==> src/rtl/comma_aligned_deserializer_pkg.sv <==
// Shared constants, state encoding and helpers for the comma-aligned deserializer.
package comma_aligned_deserializer_pkg;

  localparam int unsigned SYMBOL_W  = 10;
  localparam int unsigned BIT_CNT_W = 4;
  localparam int unsigned STATS_W   = 16;

  localparam logic [SYMBOL_W-1:0] K285_RD_NEG = 10'b0011111010;
  localparam logic [SYMBOL_W-1:0] K285_RD_POS = ~K285_RD_NEG;

  typedef enum logic [1:0] {
    BUSCANDO     = 2'd0,
    ADQUIRIENDO  = 2'd1,
    SINCRONIZADO = 2'd2
  } sync_state_t;

  function automatic logic [STATS_W-1:0] sat_inc16(input logic [STATS_W-1:0] v);
    return (&v) ? v : v + STATS_W'(1);
  endfunction

endpackage

==> src/rtl/comma_aligned_deserializer_bit_counter_mod10.sv <==
// Symbol bit position counter (0..9) with sync realign-to-0 and a boundary flag.
module bit_counter_mod10
  import comma_aligned_deserializer_pkg::*;
(
  input  logic clk,
  input  logic rst,
  input  logic enb,
  input  logic load,
  output logic boundary_c
);

  logic [BIT_CNT_W-1:0] cnt;

  always_ff @(posedge clk) begin
    if (rst) begin
      cnt <= '0;
    end else if (enb) begin
      if (load || boundary_c) cnt <= '0;
      else                    cnt <= cnt + BIT_CNT_W'(1);
    end
  end

  // The last bit of a symbol is sampled on the edge where the count reads 9.
  assign boundary_c = (cnt == BIT_CNT_W'(SYMBOL_W - 1));

endmodule

==> src/rtl/comma_aligned_deserializer.sv <==
// Serial-to-parallel stage with K28.5 boundary alignment and lock/unlock sync FSM.
// Optional COMMA_ALIGNER_STATS_EN adds the saturating realign counter `realineos`.
module comma_aligned_deserializer
  import comma_aligned_deserializer_pkg::*;
#(
  parameter int unsigned LOCK_COMMAS = 3,
  parameter int unsigned UNLOCK_ERRS = 2,
  parameter int unsigned CNT_W       = 3
) (
  input  logic                clk,
  input  logic                rst,
  input  logic                enb,
  input  logic                entrada,
  input  logic                esk285,
  output logic [SYMBOL_W-1:0] dato,
  output logic                datoValido,
  output logic                esComa,
  output logic                sincronizado,
  output logic                errorAlineacion
`ifdef COMMA_ALIGNER_STATS_EN
  ,
  output logic [STATS_W-1:0]  realineos
`endif
);

  sync_state_t         state;
  logic [SYMBOL_W-2:0] shreg;
  logic [CNT_W-1:0]    comma_cnt;
  logic [CNT_W-1:0]    err_cnt;
  logic [CNT_W-1:0]    comma_inc_c;
  logic [CNT_W-1:0]    err_inc_c;
  logic                boundary_c;
  logic                load_c;

  assign comma_inc_c = (&comma_cnt) ? comma_cnt : comma_cnt + CNT_W'(1);
  assign err_inc_c   = (&err_cnt)   ? err_cnt   : err_cnt   + CNT_W'(1);

  // Alignment is (re)set by any comma while searching or off-boundary while acquiring.
  assign load_c = esk285 &&
                  ((state == BUSCANDO) || ((state == ADQUIRIENDO) && !boundary_c));

  bit_counter_mod10 u_bit_cnt (
    .clk        (clk),
    .rst        (rst),
    .enb        (enb),
    .load       (load_c),
    .boundary_c (boundary_c)
  );

  always_ff @(posedge clk) begin
    if (rst) begin
      state           <= BUSCANDO;
      shreg           <= '0;
      comma_cnt       <= '0;
      err_cnt         <= '0;
      dato            <= '0;
      datoValido      <= 1'b0;
      esComa          <= 1'b0;
      sincronizado    <= 1'b0;
      errorAlineacion <= 1'b0;
`ifdef COMMA_ALIGNER_STATS_EN
      realineos       <= '0;
`endif
    end else begin
      datoValido      <= 1'b0;
      errorAlineacion <= 1'b0;
      if (enb) begin
        shreg <= {shreg[SYMBOL_W-3:0], entrada};
        unique case (state)
          BUSCANDO: begin
            if (esk285) begin
              comma_cnt <= CNT_W'(1);
              if (LOCK_COMMAS <= 1) begin
                state        <= SINCRONIZADO;
                sincronizado <= 1'b1;
                err_cnt      <= '0;
              end else begin
                state <= ADQUIRIENDO;
              end
            end
          end
          ADQUIRIENDO: begin
            if (esk285 && boundary_c) begin
              comma_cnt <= comma_inc_c;
              if (comma_inc_c >= CNT_W'(LOCK_COMMAS)) begin
                state        <= SINCRONIZADO;
                sincronizado <= 1'b1;
                err_cnt      <= '0;
              end
            end else if (esk285) begin
              comma_cnt <= CNT_W'(1);
`ifdef COMMA_ALIGNER_STATS_EN
              realineos <= sat_inc16(realineos);
`endif
            end
          end
          SINCRONIZADO: begin
            if (boundary_c) begin
              dato       <= {shreg, entrada};
              datoValido <= 1'b1;
              esComa     <= esk285;
              if (esk285) err_cnt <= '0;
            end else if (esk285) begin
              // Misaligned comma: flag it but keep the established alignment.
              errorAlineacion <= 1'b1;
              if (err_inc_c >= CNT_W'(UNLOCK_ERRS)) begin
                state        <= BUSCANDO;
                sincronizado <= 1'b0;
                comma_cnt    <= '0;
                err_cnt      <= '0;
`ifdef COMMA_ALIGNER_STATS_EN
                realineos    <= sat_inc16(realineos);
`endif
              end else begin
                err_cnt <= err_inc_c;
              end
            end
          end
          default: state <= BUSCANDO;
        endcase
      end
    end
  end

endmodule

==> config.mk <==
export PLATFORM = sky130hd
export DESIGN_NAME = comma_aligned_deserializer
export DESIGN_NICKNAME = d
export VERILOG_FILES = /design/src/rtl/comma_aligned_deserializer_pkg.sv /design/src/rtl/comma_aligned_deserializer_bit_counter_mod10.sv /design/src/rtl/comma_aligned_deserializer.sv
export SDC_FILE = /design/constraint.sdc
export NUM_CORES = 1
export LEC_CHECK = 0
export CAP_MARGIN = 20
export CORE_ASPECT_RATIO = 2
export CORE_MARGIN = 4
export CORE_UTILIZATION = 55
export CTS_CLUSTER_SIZE = 40
export DETAILED_ROUTE_END_ITERATION = 10
export DONT_BUFFER_PORTS = 1
export GPL_TIMING_DRIVEN = 0
export PLACE_DENSITY_LB_ADDON = 0.3
export SLEW_MARGIN = 10
export SYNTH_ARGS = -nofsm -noshare
export SYNTH_HDL_FRONTEND = slang
export SYNTH_SLANG_ARGS = --single-unit
==> constraint.sdc <==
create_clock -name clk -period 4.09 [get_ports clk]
set_clock_uncertainty 0.15 [all_clocks]
set_input_delay 1.227 -clock clk [delete_from_list [all_inputs] [get_ports clk]]
set_output_delay 1.227 -clock clk [all_outputs]
set_load 0.005 [all_outputs]
==> flow_summary.toml <==
[outcome]
status = "finished, final reports clean"

[setup_path]
critical_path.cell_chain = "buf_4 > nand4b_1 > a221oi_1 > and3_1 > o31ai_1"
worst-r2r-cell-count = 6
critical_path_required_ns = 4.09
cp-endpoint = "state[1]$_SDFFE_PP0P_"
reg2reg_from = "state[0]$_SDFFE_PP0P_"
r2r-end = "state[1]$_SDFFE_PP0P_"
worstSetupEndpointType = "flop"
setup.worst_path.start = "esk285"
crit_path_max_fanout = 10
slowest_delay_ns = 0.46
ff2ff_setup_slack_ns = 2.00
crit_slowest_cell = "a221oi_1"
crit_type = "input port to flop"
critPathArrivalTime_ns = 2.35
start_kind = "input port"

[synthesis]
ys.flop_type = "dfxtp_1"
yosys.cell_count.top_type = "dfxtp_1"
yosys.cell_types.count = 38
synth_warnings = 0
synthDominantCellAreaShare = 0.434
synth_seq_cells = 35
syn-num-nets = 182
synthesis.instances = 167
seq_area_frac_synth = 0.434
postSynth.asyncResetShare = 0
synth.cell_area_mm2 = 0.00162
synth_top_area_cell = "dfxtp_1"
synth-edff-count = 0
yosys-top-cells-area = "dfxtp_1, mux2i_1, ha_1, nor2_1, nand4b_1"
postSynthAreaPerCell_um2 = 9.67
synth.top_cells.by_count = "dfxtp_1, nor2_1, mux2i_1, ha_1, nand2_1"

[floorplan]
placement_rows = 27
fp.dieH_um = 84.6
floorplan.core_area_mm2 = 0.00280
die_area_mm2 = 0.00392
fp.dieW_um = 46.3
initial_core_util = 0.576
io-pin-count = 19

[power_and_ir_drop]
power.static_leakage_nw = 0.750
max-vdd-ir-drop_uv = 263
fin_total_pwr_mw = 0.690
power.density_mw_per_mm2 = 397

[timing]
min_period_over_period = 0.574
fin_ws_ns = 1.74
hold-worst-slack_ns = 0.332
final_period_minus_worst_setup_slack_ns = 2.35
setup_violations = 0
transition_at_the_pin_with_the_smallest_max_transition_slack_ns = 0.456
rsz0062_at_grt = "no"
fin_setup_tns_ns = 0
slew_headroom = 0.696
hold_viol = 0
fmaxAchievable_mhz = 426
finalMaxSlewViolations = 0

[clock_network]
cts_resized = 0
cts_num_sinks = 35
clkSlewWorstSetupHoldPaths_ns = 0.07
ctsHtreeMaxLevel = 2
clkLatencyLatePin_ns = 0.29
hold_buffers = 0
clock_tree.buffer_depth = 2
tritoncts = "yes"
cts-root-buf = "clkbuf_8"
post-cts-setup-buffer-count = 0
cts_made_buffers = 5

[global_route]
wire_length_of_the_first_global_routing_pass_um = 5490
grt_util_all_layers = 0.194
grt_max_degree = 12
antenna_found_initial = 0
globalRoute.totalOverflow = 0
grt_pass1_vias = 1249

[cells_and_area]
number_of_inserted_diodes = 0
fillerInstances = 244
drive_above_1_share = 0.0857
areaGrowthSynthToFinish_pct = 7.51
layoutNonFillerInstCount = 204
finish.net_count = 189

[worst_hold_path]
class_of_the_worst_hold_path = "flop to flop"

[placement]
dp_slack_ns = 1.47
port_buffers = 0
dp_hpwl_um = 2430
placed_cells = 196
place_congestion = 0.876

[route]
wirelength_um = 3190
route.detailed.wl_per_inst_um = 15.6
antenna_left = 0
remaining_drc_errors = 0
vias = 1236
drt_first_iter_violations = 21
drt-pass1-iter-count = 4
route.detailed.vias_per_inst = 6.06

[flow_run]
drv_cap = 0
==> cells in the final DEF, fill, tap and decap left out, types with 2 or more instances in the layout <==
| cell type | Yosys | layout |
|---|---|---|
| dfxtp_1 | 35 | 35 |
| nor2_1 | 27 | 27 |
| mux2i_1 | 20 | 20 |
| ha_1 | 10 | 10 |
| nand2_1 | 9 | 9 |
| inv_1 | 8 | 8 |
| a21oi_1 | 5 | 5 |
| clkbuf_8 | 0 | 5 |
| nand4b_1 | 4 | 4 |
| nand2b_1 | 4 | 4 |
| clkbuf_1 | 2 | 3 |
| o21ai_0 | 3 | 3 |
| nand4_1 | 3 | 3 |
| nor3_1 | 3 | 3 |
| buf_2 | 2 | 2 |
| buf_4 | 2 | 2 |
| xnor2_1 | 2 | 2 |
| a221oi_1 | 2 | 2 |
| nor2b_1 | 2 | 2 |
| o31ai_1 | 2 | 2 |
| a211oi_1 | 2 | 2 |
| and2_1 | 2 | 2 |
| xor2_1 | 2 | 2 |
==> metrics by stage <==
| step | cell area [µm²] | utilization |
|---|---|---|
| global placement | 1650 | 0.589 |
| detailed placement | 1650 | 0.589 |
| CTS | 1740 | 0.619 |
| global route | 1740 | 0.619 |
| floorplan | 1620 | - |
| finish | 1740 | 0.619 |
==> kinds of logic after synthesis <==
logic type,Yosys count,share of synthesized area
AOI/OAI and AO/OA,22,0.109
xor gates and xnor gates,4,0.0217
adders and majority gates,10,0.0775
buffers and inverters,15,0.0411
DFF,35,0.434
muxes,20,0.124
and+or+nand+nor,61,0.193
==> critical path, delay by kind of cell <==
kind	cells	cell delay, ns
and+or+nand+nor	2	0.43
buffers and inverters	1	0.15
AOI/OAI and AO/OA	2	0.55
==> how the worst min path moves through the flow <==
stage | from | to | slack (ns) | cells past startpoint
floorplan | err_cnt[1]$_SDFFE_PP0P_ | err_cnt[1]$_SDFFE_PP0P_ | 0.28 | 1
global placement | err_cnt[1]$_SDFFE_PP0P_ | err_cnt[1]$_SDFFE_PP0P_ | 0.30 | 1
detailed placement | err_cnt[1]$_SDFFE_PP0P_ | err_cnt[1]$_SDFFE_PP0P_ | 0.31 | 1
CTS | err_cnt[1]$_SDFFE_PP0P_ | err_cnt[1]$_SDFFE_PP0P_ | 0.33 | 1
global route | err_cnt[1]$_SDFFE_PP0P_ | err_cnt[1]$_SDFFE_PP0P_ | 0.37 | 1
finish | err_cnt[1]$_SDFFE_PP0P_ | err_cnt[1]$_SDFFE_PP0P_ | 0.33 | 1
==> layout make-up <==
class / instances / area (µm²) / share of cell area
clock buffers: 6 / 72.6 / 0.0418
flip-flops and latches: 35 / 701 / 0.403
multi-input cells: 117 / 848 / 0.488
well taps: 29 / 36.3 / 0.0209
plain buffers: 7 / 36.3 / 0.0209
inverters: 8 / 30.0 / 0.0173
clock inverters: 2 / 12.5 / 0.00720
==> power breakdown <==
part | internal, mW | switching [mW]
registers | 0.349 | 0.00893
logic | 0.0352 | 0.0525
clock network | 0.119 | 0.125
total | 0.504 | 0.186
==> registers in the layout, indices dropped and copies added (netlist names) <==
signal / flops
comma_cnt: 3
dato: 10
datoValido: 1
err_cnt: 3
errorAlineacion: 1
esComa: 1
shreg: 9
sincronizado: 1
state: 2
u_bit_cnt.cnt: 4
==> routing by layer <==
layer	vias up	routed length [µm]	GRT usage
met2	34	1780	0.323
met1	590	1110	0.188
met3	15	157	0.0579
li1	597	-	-
met5	-	0	0
met4	0	141	0.140
(Power assumes the default switching activity.)
==> RTL edit: new RTL, same settings <==
The 3 states of `sync_state_t` get a one-hot encoding in 3 bits.
--- a/src/rtl/comma_aligned_deserializer_pkg.sv
+++ b/src/rtl/comma_aligned_deserializer_pkg.sv
@@ -10,6 +10,6 @@
 
-  typedef enum logic [1:0] {
-    BUSCANDO     = 2'd0,
-    ADQUIRIENDO  = 2'd1,
-    SINCRONIZADO = 2'd2
+  typedef enum logic [2:0] {
+    BUSCANDO     = 3'b001,
+    ADQUIRIENDO  = 3'b010,
+    SINCRONIZADO = 3'b100
   } sync_state_t;
Check against the original RTL: no difference found for any inputs over 10 cycles, from zero or initial values and one cycle with rst high; not proved beyond that.
==> RTL edit against the unedited design <==
Cell count down 2.9%. Sequential cell count increased by 1. Final area rose by 0.50%. Area after synthesis up 1.0%. Power fell by 2.6%. Via count is 5.7% lower. Setup slack improved by 0.0089 ns. Wire length is essentially flat. Fmax grew 0.38%. Global-route usage hardly changed. Critical endpoint is now state[0]$_SDFFE_PP1P_. Largest power group unchanged. Highest routed layer unchanged.
==> RTL edit: results (changes against the unedited design) <==
Setup path
  • Register-to-register setup slack: 2.21 ns (+0.21 ns)
  • Worst setup endpoint: state[0]$_SDFFE_PP1P_
  • Critical path's largest stage delay: 0.37 ns (-0.09 ns)
  • Worst R2R End: esComa$_SDFFE_PP0P_

Finish
  • Register area: 721 sq um (+2.9%)
  • Count of multi-input gates: 113 (-3.4%)
  • Post-layout nets: 178 (-5.8%)
  • # fillers: 235 (-3.7%)
  • Area Overhead vs Synth: 6.98%
  • Share of post-route cells with drive strength above 1: 0.130 (+0.0445)
  • Post-route insts no fill: 198 (-2.9%)

Detailed routing
  • Met2 wire length: 1740 microns (-2.2%)
  • Via Count: 1166 (-5.7%)
  • Drt total wl: 3190 microns (about the same)
  • Metal3 WL: 166 microns (+5.7%)

STA
  • Hold Slack: 0.335 ns (+0.00311 ns)
  • Slew Limit Headroom: 0.697 (about the same)
  • Final min period: 2.34 ns (-0.00888 ns)

Place
  • DP Cell Count: 191 (-2.6%)
  • Final HPWL from detailed placement: 2440 microns (+0.23%)

Status
  • Status: finished clean

Logic synthesis
  • Yosys cell types: 42 (+11%)
  • Cell count after synthesis: 162 (-3.0%)
  • Synth top cells by count: dfxtp_1 (36), nor2_1 (28), mux2i_1 (23)
  • Syn_nets: 171 (-6.0%)

CTS
  • CTS Sinks: 36 (+2.9%)
[RTL edit: changes by cell type after synthesis, moves of 3 or more]
cell / delta
nand2b_1: -3
nand4b_1: -4
ha_1: -6
inv_1: -5
o21ai_1: +3
nand3_1: +3
mux2i_1: +3
[RTL edit: power by group through the flow]
stage,Combinational [mW],Sequential [mW],Clock [mW]
after CTS,0.0730,0.369,0.237
after floorplan,0.0604,0.374,0
after global placement,0.0705,0.376,0
final,0.0731,0.369,0.230
after detailed placement,0.0727,0.377,0
after global routing,0.0808,0.370,0.253
[RTL edit: logic make-up (layout without fill, tap and decap cells)]
kind of cell | Yosys count | after routing | synth area share
adders and majority gates | 4 | 4 | 0.0307
muxes | 23 | 23 | 0.141
and+or+nand+nor | 61 | 61 | 0.199
buffers and inverters | 13 | 20 | 0.0529
DFF | 36 | 36 | 0.442
xor gates and xnor gates | 5 | 5 | 0.0268
AOI/OAI and AO/OA | 20 | 20 | 0.107
